[src/rtl/mac_pkg.sv]
// Shared definitions for the MAC transmit encoder: state encoding, frame
// limits, header field layout and the reflected CRC-32 byte update.
package mac_pkg;
  localparam int NUM_PORTS    = 4;
  localparam int PORT_W       = 2;
  localparam int MAC_W        = 48;
  localparam int TYPE_W       = 16;
  localparam int HDR_W        = 114;
  localparam int HDR_BITS     = 112;
  localparam int HDR_PORT_LSB = 112;
  localparam int HDR_DST_LSB  = 64;
  localparam int HDR_SRC_LSB  = 16;
  localparam int HDR_TYPE_LSB = 0;

  localparam logic [10:0] MIN_FRAME   = 11'd60;
  localparam logic [10:0] MAX_PAYLOAD = 11'd1500;
  localparam logic [3:0]  HDR_LEN     = 4'd14;
  localparam logic [3:0]  PRE_LEN     = 4'd7;

  localparam logic [31:0] CRC_INIT      = 32'hFFFF_FFFF;
  localparam logic [31:0] CRC_RESIDUE   = 32'hC704_DD7B;
  localparam logic [31:0] CRC_POLY_REFL = 32'hEDB8_8320;

  typedef enum logic [2:0] {
    S_IDLE    = 3'd0,
    S_PRE     = 3'd1,
    S_HEADER  = 3'd2,
    S_PAYLOAD = 3'd3,
    S_PAD     = 3'd4,
    S_FCS     = 3'd5,
    S_END     = 3'd6
  } state_e;

  // LSB-first (reflected) CRC-32 advanced by one byte.
  function automatic logic [31:0] crc32_byte(input logic [31:0] crc, input logic [7:0] data);
    logic [31:0] c;
    c = crc ^ {24'h0, data};
    for (int i = 0; i < 8; i++)
      c = c[0] ? ((c >> 1) ^ CRC_POLY_REFL) : (c >> 1);
    return c;
  endfunction
endpackage

[src/rtl/mac_crc32.sv]
// Running Ethernet CRC-32 register, one byte per enabled cycle, with a
// synchronous clear back to the initial value.
module mac_crc32
  import mac_pkg::*;
(
  input  logic        clk,
  input  logic        arst_n,
  input  logic        clr,
  input  logic        en,
  input  logic [7:0]  data,
  output logic [31:0] crc
);
  logic [31:0] crc_q, crc_d;

  always_comb begin
    crc_d = crc_q;
    if (clr)     crc_d = CRC_INIT;
    else if (en) crc_d = crc32_byte(crc_q, data);
  end

  always_ff @(posedge clk or negedge arst_n)
    if (!arst_n) crc_q <= CRC_INIT;
    else         crc_q <= crc_d;

  assign crc = crc_q;
endmodule

[src/rtl/mac_enc.sv]
// Ethernet TX framer: header + payload + zero pad + FCS into one of four PHY
// FIFOs. Define MAC_ENC_PREAMBLE_EN to prepend the 7x55/D5 preamble.
module mac_enc
  import mac_pkg::*;
(
  input  logic                 clk,
  input  logic                 arst_n,
  input  logic [HDR_W-1:0]     h_fifo_dout,
  input  logic                 h_fifo_empty,
  output logic                 h_fifo_rden,
  input  logic [7:0]           b_fifo_dout,
  input  logic                 b_fifo_empty,
  input  logic                 b_fifo_del,
  output logic                 b_fifo_rden,
  output logic [7:0]           o_fifo_din,
  output logic [NUM_PORTS-1:0] o_fifo_wren,
  output logic                 o_fifo_del,
  input  logic [NUM_PORTS-1:0] o_fifo_afull
);
`ifdef MAC_ENC_PREAMBLE_EN
  localparam state_e FIRST_STATE = S_PRE;
`else
  localparam state_e FIRST_STATE = S_HEADER;
`endif

  state_e                state_q, state_d;
  logic [HDR_BITS-1:0]   hdr_q, hdr_d;
  logic [PORT_W-1:0]     port_q, port_d;
  logic [3:0]            idx_q, idx_d;
  logic [10:0]           pay_q, pay_d, frm_q, frm_d;
  logic [7:0]            din_q, din_d;
  logic [NUM_PORTS-1:0]  wren_q, wren_d, port_oh;
  logic                  del_q, del_d, h_rden_q, h_rden_d, b_rden_q, b_rden_d;
  logic                  crc_en, crc_clr, accept, take, keep, short_frm;
  logic [PORT_W-1:0]     req_port;
  logic [31:0]           crc, fcs;

  assign req_port = h_fifo_dout[HDR_PORT_LSB +: PORT_W];
  assign accept   = !h_fifo_empty && !o_fifo_afull[req_port];
  // rden is registered, so the byte popped last cycle is still on dout: skip it.
  assign take      = (state_q == S_PAYLOAD) && !b_rden_q && !b_fifo_empty;
  assign keep      = (pay_q < MAX_PAYLOAD);
  assign short_frm = ((frm_q + {10'd0, keep}) < MIN_FRAME);
  assign fcs       = ~crc;

  always_comb begin
    port_oh = '0;
    port_oh[port_q] = 1'b1;
  end

  always_ff @(posedge clk or negedge arst_n)
    if (!arst_n) state_q <= S_IDLE;
    else         state_q <= state_d;

  always_comb begin
    state_d = state_q;
    case (state_q)
      S_IDLE:    if (accept) state_d = FIRST_STATE;
      S_PRE:     if (idx_q == PRE_LEN) state_d = S_HEADER;
      S_HEADER:  if (idx_q == HDR_LEN - 4'd1) state_d = S_PAYLOAD;
      S_PAYLOAD: if (take && b_fifo_del) state_d = short_frm ? S_PAD : S_FCS;
      S_PAD:     if (frm_q == MIN_FRAME - 11'd1) state_d = S_FCS;
      S_FCS:     if (idx_q == 4'd3) state_d = S_END;
      S_END:     state_d = S_IDLE;
      default:   state_d = S_END;
    endcase
  end

  always_comb begin
    hdr_d    = hdr_q;
    port_d   = port_q;
    idx_d    = idx_q;
    pay_d    = pay_q;
    frm_d    = frm_q;
    din_d    = 8'h00;
    wren_d   = '0;
    del_d    = 1'b0;
    h_rden_d = 1'b0;
    b_rden_d = 1'b0;
    crc_en   = 1'b0;
    crc_clr  = 1'b0;
    case (state_q)
      S_IDLE: if (accept) begin
        hdr_d    = {h_fifo_dout[HDR_DST_LSB +: MAC_W], h_fifo_dout[HDR_SRC_LSB +: MAC_W],
                    h_fifo_dout[HDR_TYPE_LSB +: TYPE_W]};
        port_d   = req_port;
        h_rden_d = 1'b1;
        idx_d    = '0;
        pay_d    = '0;
        frm_d    = '0;
      end
      S_PRE: begin
        din_d  = (idx_q == PRE_LEN) ? 8'hD5 : 8'h55;
        wren_d = port_oh;
        idx_d  = (idx_q == PRE_LEN) ? 4'd0 : idx_q + 4'd1;
      end
      S_HEADER: begin
        din_d  = hdr_q[HDR_BITS-1 -: 8];
        hdr_d  = hdr_q << 8;
        wren_d = port_oh;
        crc_en = 1'b1;
        frm_d  = frm_q + 11'd1;
        idx_d  = (idx_q == HDR_LEN - 4'd1) ? 4'd0 : idx_q + 4'd1;
      end
      S_PAYLOAD: if (take) begin
        b_rden_d = 1'b1;
        if (pay_q != 11'h7FF) pay_d = pay_q + 11'd1;
        // Bytes past the payload limit are drained but never transmitted.
        if (keep) begin
          din_d  = b_fifo_dout;
          wren_d = port_oh;
          crc_en = 1'b1;
          frm_d  = frm_q + 11'd1;
        end
      end
      S_PAD: begin
        wren_d = port_oh;
        crc_en = 1'b1;
        frm_d  = frm_q + 11'd1;
      end
      S_FCS: begin
        din_d  = fcs[{idx_q[1:0], 3'b000} +: 8];
        wren_d = port_oh;
        del_d  = (idx_q == 4'd3);
        idx_d  = (idx_q == 4'd3) ? 4'd0 : idx_q + 4'd1;
      end
      S_END: begin
        crc_clr = 1'b1;
        idx_d   = '0;
        pay_d   = '0;
        frm_d   = '0;
      end
      default: crc_clr = 1'b1;
    endcase
  end

  always_ff @(posedge clk or negedge arst_n)
    if (!arst_n) begin
      hdr_q    <= '0;
      port_q   <= '0;
      idx_q    <= '0;
      pay_q    <= '0;
      frm_q    <= '0;
      din_q    <= 8'h00;
      wren_q   <= '0;
      del_q    <= 1'b0;
      h_rden_q <= 1'b0;
      b_rden_q <= 1'b0;
    end else begin
      hdr_q    <= hdr_d;
      port_q   <= port_d;
      idx_q    <= idx_d;
      pay_q    <= pay_d;
      frm_q    <= frm_d;
      din_q    <= din_d;
      wren_q   <= wren_d;
      del_q    <= del_d;
      h_rden_q <= h_rden_d;
      b_rden_q <= b_rden_d;
    end

  mac_crc32 u_crc (
    .clk    (clk),
    .arst_n (arst_n),
    .clr    (crc_clr),
    .en     (crc_en),
    .data   (din_d),
    .crc    (crc)
  );

  assign h_fifo_rden = h_rden_q;
  assign b_fifo_rden = b_rden_q;
  assign o_fifo_din  = din_q;
  assign o_fifo_wren = wren_q;
  assign o_fifo_del  = del_q;
endmodule

[config.mk]
export PLATFORM = sky130hd
export DESIGN_NAME = mac_enc
export DESIGN_NICKNAME = d
export VERILOG_FILES = /design/src/rtl/mac_pkg.sv /design/src/rtl/mac_crc32.sv /design/src/rtl/mac_enc.sv
export SDC_FILE = /design/constraint.sdc
export NUM_CORES = 1
export LEC_CHECK = 0
export CAP_MARGIN = 0
export CELL_PAD_IN_SITES_DETAIL_PLACEMENT = 0
export CELL_PAD_IN_SITES_GLOBAL_PLACEMENT = 2
export CORE_ASPECT_RATIO = 1.4
export CORE_MARGIN = 3
export CORE_UTILIZATION = 25
export CTS_CLUSTER_SIZE = 24
export DETAILED_ROUTE_END_ITERATION = 16
export GPL_ROUTABILITY_DRIVEN = 0
export GPL_TIMING_DRIVEN = 0
export PLACE_DENSITY_LB_ADDON = 0.08
export SLEW_MARGIN = 30
export SYNTH_ARGS = -nofsm -noshare
export SYNTH_HDL_FRONTEND = slang
export SYNTH_HIERARCHICAL = 1
export SYNTH_SLANG_ARGS = --single-unit
[constraint.sdc]
create_clock -name clk -period 5.3 [get_ports clk]
set_clock_uncertainty 0.15 [all_clocks]
set_input_delay 1.06 -clock clk [delete_from_list [all_inputs] [get_ports clk]]
set_output_delay 1.06 -clock clk [all_outputs]
set_load 0.005 [all_outputs]
==> impl.org <==
** Synthesis
- Synth top area cells :: sky130_fd_sc_hd__dfrtp_1 (40%), sky130_fd_sc_hd__mux2i_1 (11%), sky130_fd_sc_hd__dfstp_2 (8.4%)
- Of the synthesized area, sequential elements account for 0.480.
- The synthesized design contains 0 enable-type register cells.
- Top FF cell, synth :: sky130_fd_sc_hd__dfrtp_1
- Cell area after technology mapping :: 0.00998 mm2
- Summed over all instances, the cell type with the most area after synthesis is sky130_fd_sc_hd__dfrtp_1.
- The average instance in the mapped netlist occupies slightly above 10 um2.
- Counting every instance in the synthesized netlist gives around 970.
- Area fraction of the dominant cell type after synthesis :: 0.396
- Synthesis inferred 190 register bits.
- Ys Warns :: 6
- Fraction of registers with async set/reset :: 1.00
- Post-synthesis cell type count :: 66
- Post-synthesis net count :: between 1000 and 1500

** Worst hold path
- The worst hold path belongs to the class input port to asynchronous set/reset pin.

** Place
- The count of buffers added on input and output ports is approximately 150.
- Prior to clock tree synthesis, the placed netlist has a worst setup slack of 498 ps.
- After detailed placement, the total cell area comes to 0.0122 mm2.
- The wire-length estimate of the detail-placed layout is around 25000 um.

** STA
- For the pin with the worst max-slew slack, the measured transition is roughly 850 ps.
- Setup violations remaining at the end of the flow were counted as 0.
- Derived from the worst setup path, the maximum achievable clock frequency is about 230 MHz.
- The worst path meets setup with 969 ps of slack.
- Max Transition Viols Final :: 0
- Setup total negative slack on the finished layout was measured at 0 ps.
- The hold violation total from the final report is 0.
- Relative slew slack :: 0.426
- Setup repair after global routing left no endpoint under its margin.
- Minimum hold slack :: between 200 and 300 ps
- Final period utilization :: 0.817
- Shortest clock period the worst path allows after layout :: approximately 4300 ps

** Drt
- Average wire per standard cell :: around 20 um
- Number of vias per cell :: around 4.6
- The routed layout has around 7600 vias.
- The first routing iteration left ~360 violations.
- Total detailed-routing wirelength :: between 30000 and 40000 um
- Once detail routing completed, the nets flagged for antenna violations numbered 0.
- Detailed-router iteration count before antenna repair :: 4
- Number of remaining DRC errors :: 0

** Cells and area
- Storage element area :: 0.00479 mm2
- # fillers :: around 4200
- Multi-input gate area :: approximately 0.0048 mm2
- Final instance area :: around 0.013 mm2
- Diodes inserted :: 0
- Leading cell types in the layout, fill and taps excluded :: sky130_fd_sc_hd__dfrtp_1 (158), sky130_fd_sc_hd__nand2_1 (149), sky130_fd_sc_hd__clkdlybuf4s50_1 (144), sky130_fd_sc_hd__mux2i_1 (106), sky130_fd_sc_hd__o21ai_1 (69)
- Leaving out fill and tap cells, the most frequent cell in the layout is sky130_fd_sc_hd__dfrtp_1.
- Final net count :: 1269
- End-of-flow core utilization :: 0.325
- Area Growth Syn to Fin :: 28.2%
- Layout cells sized above 1 :: 0.118

** Clock tree
- Clock transition at path regs :: 80 ps
- Later-pin clock latency in the skew report :: between 400 and 500 ps
- The clock net in this run drives a total of 190 sinks.
- After clock tree synthesis, the repair step resized 0 gates.
- Quantity of hold-fixing buffers added after cts :: 0
- The clock tree synthesis step divided the H-tree into 4 levels.
- Number of clock buffers inserted by TritonCTS :: 17
- The cell sitting at the root of the clock tree is a sky130_fd_sc_hd__clkbuf_16.
- After clock tree synthesis, the setup repair step added 0 buffers.
- The longest clock path from root to sink contains 2 buffers.
- CTS tree :: yes

** Global routing
- Summed over all layers, the global routing overflow is 0.
- GRT Total Usage :: 0.159
- Vias in the first global route :: between 8000 and 9000
- Wire length of the first global-routing pass :: slightly above 50000 um
- Entering global routing, the biggest net connects 64 pins.
- Number of antenna violations at the first check in global routing :: 0

** Floorplanning
- The die is ~170 um wide.
- Initial Utilization :: 0.253
- Overall die height :: roughly 240 um
- The floorplan has 86 rows.
- I/O pin total :: roughly 150
- Die outline area :: between 0.04 and 0.05 mm2
- The core region is 0.0394 mm2.

** Pwr
- Internal power :: slightly above 0.005 W
- Of the total power, the clock network draws 0.152.
- Net switching power of the design :: 0.00386 W
- Of the total power, registers draw 0.277.
- Dividing total power by cell area gives a power density of between 700 and 800 mW/mm2.
- Of the total power, combinational logic draws 0.571.
- Summed over all cells, the static leakage comes to between 4 and 5 nW.
- Switch share :: 0.429
- VDD sags by at most ~0.0005 V.

** Setup path
- In this design, the stage delay of the slowest critical-path cell is ~620 ps.
- Tracing the worst setup path back leads to its startpoint at b_fifo_empty.
- STA classifies the critical path endpoint as a flop.
- Crit path launch type :: input port
- Cell at the slowest stage of the critical path :: sky130_fd_sc_hd__a311oi_4
- In this run the critical register-to-register path is launched from state_q[1].
- The critical path is of the input port to flop type.
- Along the worst path, the maximum fanout reaches 9.
- Data on the critical path arrives at its endpoint at 4560 ps.
- The critical path goes through clkdlybuf4s50_1 -> or2_2 -> a311oi_4 -> a22oi_1 -> o21ai_0 -> xnor2_2 -> xnor2_4 -> xor3_2 -> xnor2_1 -> a21oi_1.
- For the worst setup path, the data required time is about 5500 ps.

** Flow run
- Max cap viols :: 0

** Status
- The run finished with clean final reports.
cell families after synthesis:
| kind of cell | share of synthesized area |
|---|---|
| simple gates | 0.131 |
| flops | 0.480 |
| buf+inv | 0.0421 |
| fa+ha+maj | 0.00501 |
| compound gates | 0.137 |
| mux | 0.128 |
| xor+xnor | 0.0766 |
flip-flops by register name, summed over array words and instances (netlist names), named ones only:
signal,count
o_fifo_del,1
o_fifo_wren,4
h_fifo_rden,1
hdr_q,112
pay_q,11
frm_q,11
b_fifo_rden,1
u_crc/crc,32
port_q,2
idx_q,4
o_fifo_din,8
state_q,2
critical path, delay by kind of cell:
kind                   cells  cell delay (ps)
XOR/XNOR                   4             1400
AND/OR/NAND/NOR            1              340
buffers and inverters      1              410
AO/OA/AOI/OAI              4             1340
Yosys cell counts, types with 5 or more instances:
library cell,count
sky130_fd_sc_hd__mux2i_1,106
sky130_fd_sc_hd__dfrtp_1,158
sky130_fd_sc_hd__o31ai_1,8
sky130_fd_sc_hd__clkbuf_1,40
sky130_fd_sc_hd__a21oi_1,55
sky130_fd_sc_hd__xnor2_2,11
sky130_fd_sc_hd__xor2_1,18
sky130_fd_sc_hd__xnor2_1,34
sky130_fd_sc_hd__nor2_1,38
sky130_fd_sc_hd__mux4_2,9
sky130_fd_sc_hd__or2_2,18
sky130_fd_sc_hd__nand3_1,10
sky130_fd_sc_hd__nand2_1,149
sky130_fd_sc_hd__nand2b_1,5
sky130_fd_sc_hd__nor3_1,11
sky130_fd_sc_hd__o21ai_0,58
sky130_fd_sc_hd__a31oi_1,5
sky130_fd_sc_hd__nand4_1,5
sky130_fd_sc_hd__or3_1,10
sky130_fd_sc_hd__dfstp_2,32
sky130_fd_sc_hd__buf_1,5
sky130_fd_sc_hd__inv_1,7
sky130_fd_sc_hd__and3_1,6
sky130_fd_sc_hd__nor2b_1,6
sky130_fd_sc_hd__a211o_1,5
sky130_fd_sc_hd__buf_12,7
sky130_fd_sc_hd__o21ai_1,69
routing by layer:
layer  up-vias  wire (um)  track usage
met5         -          0            0
met4         0        297       0.0383
met3        14        942       0.0274
met2       128      17500        0.287
met1      3736      14400        0.196
li1       3750          -            -
per-stage QoR:
step           instances  total power (W)
3_3_place_gp        1640          0.00773
2_1_floorplan        967          0.00630
6_report            1675          0.00900
4_1_cts             1675          0.00918
5_1_grt             1675          0.00973
3_5_place_dp        1643          0.00774
layout make-up:
cell class | instances | share of cell area
flip-flops and latches | 190 | 0.375
multi-input cells | 707 | 0.374
repair buffers | 148 | 0.120
well taps | 528 | 0.0516
clock buffers | 18 | 0.0335
plain buffers | 62 | 0.0302
clock inverters | 14 | 0.0132
inverters | 8 | 0.00274
power groups by stage:
stage	logic [W]	clock network (W)	registers, W
global placement	0.00520	0	0.00253
global route	0.00568	0.00148	0.00257
finish	0.00514	0.00137	0.00250
CTS	0.00525	0.00142	0.00251
detailed placement	0.00521	0	0.00253
floorplan	0.00390	0	0.00239
worst paths after layout:
kind                             endpoint  slack [ps]  depth (start not counted)
max                         u_crc/crc[24]         970                         10
min                             hdr_q[35]         300                          1
max reg2reg                 u_crc/crc[24]        1250                         10
min reg2reg                o_fifo_wren[2]         330                          1
max in group asynchronous        frm_q[2]        3730                          3
min in group clk           o_fifo_wren[2]         330                          1
No activity file was read; power rests on OpenSTA's default activity.
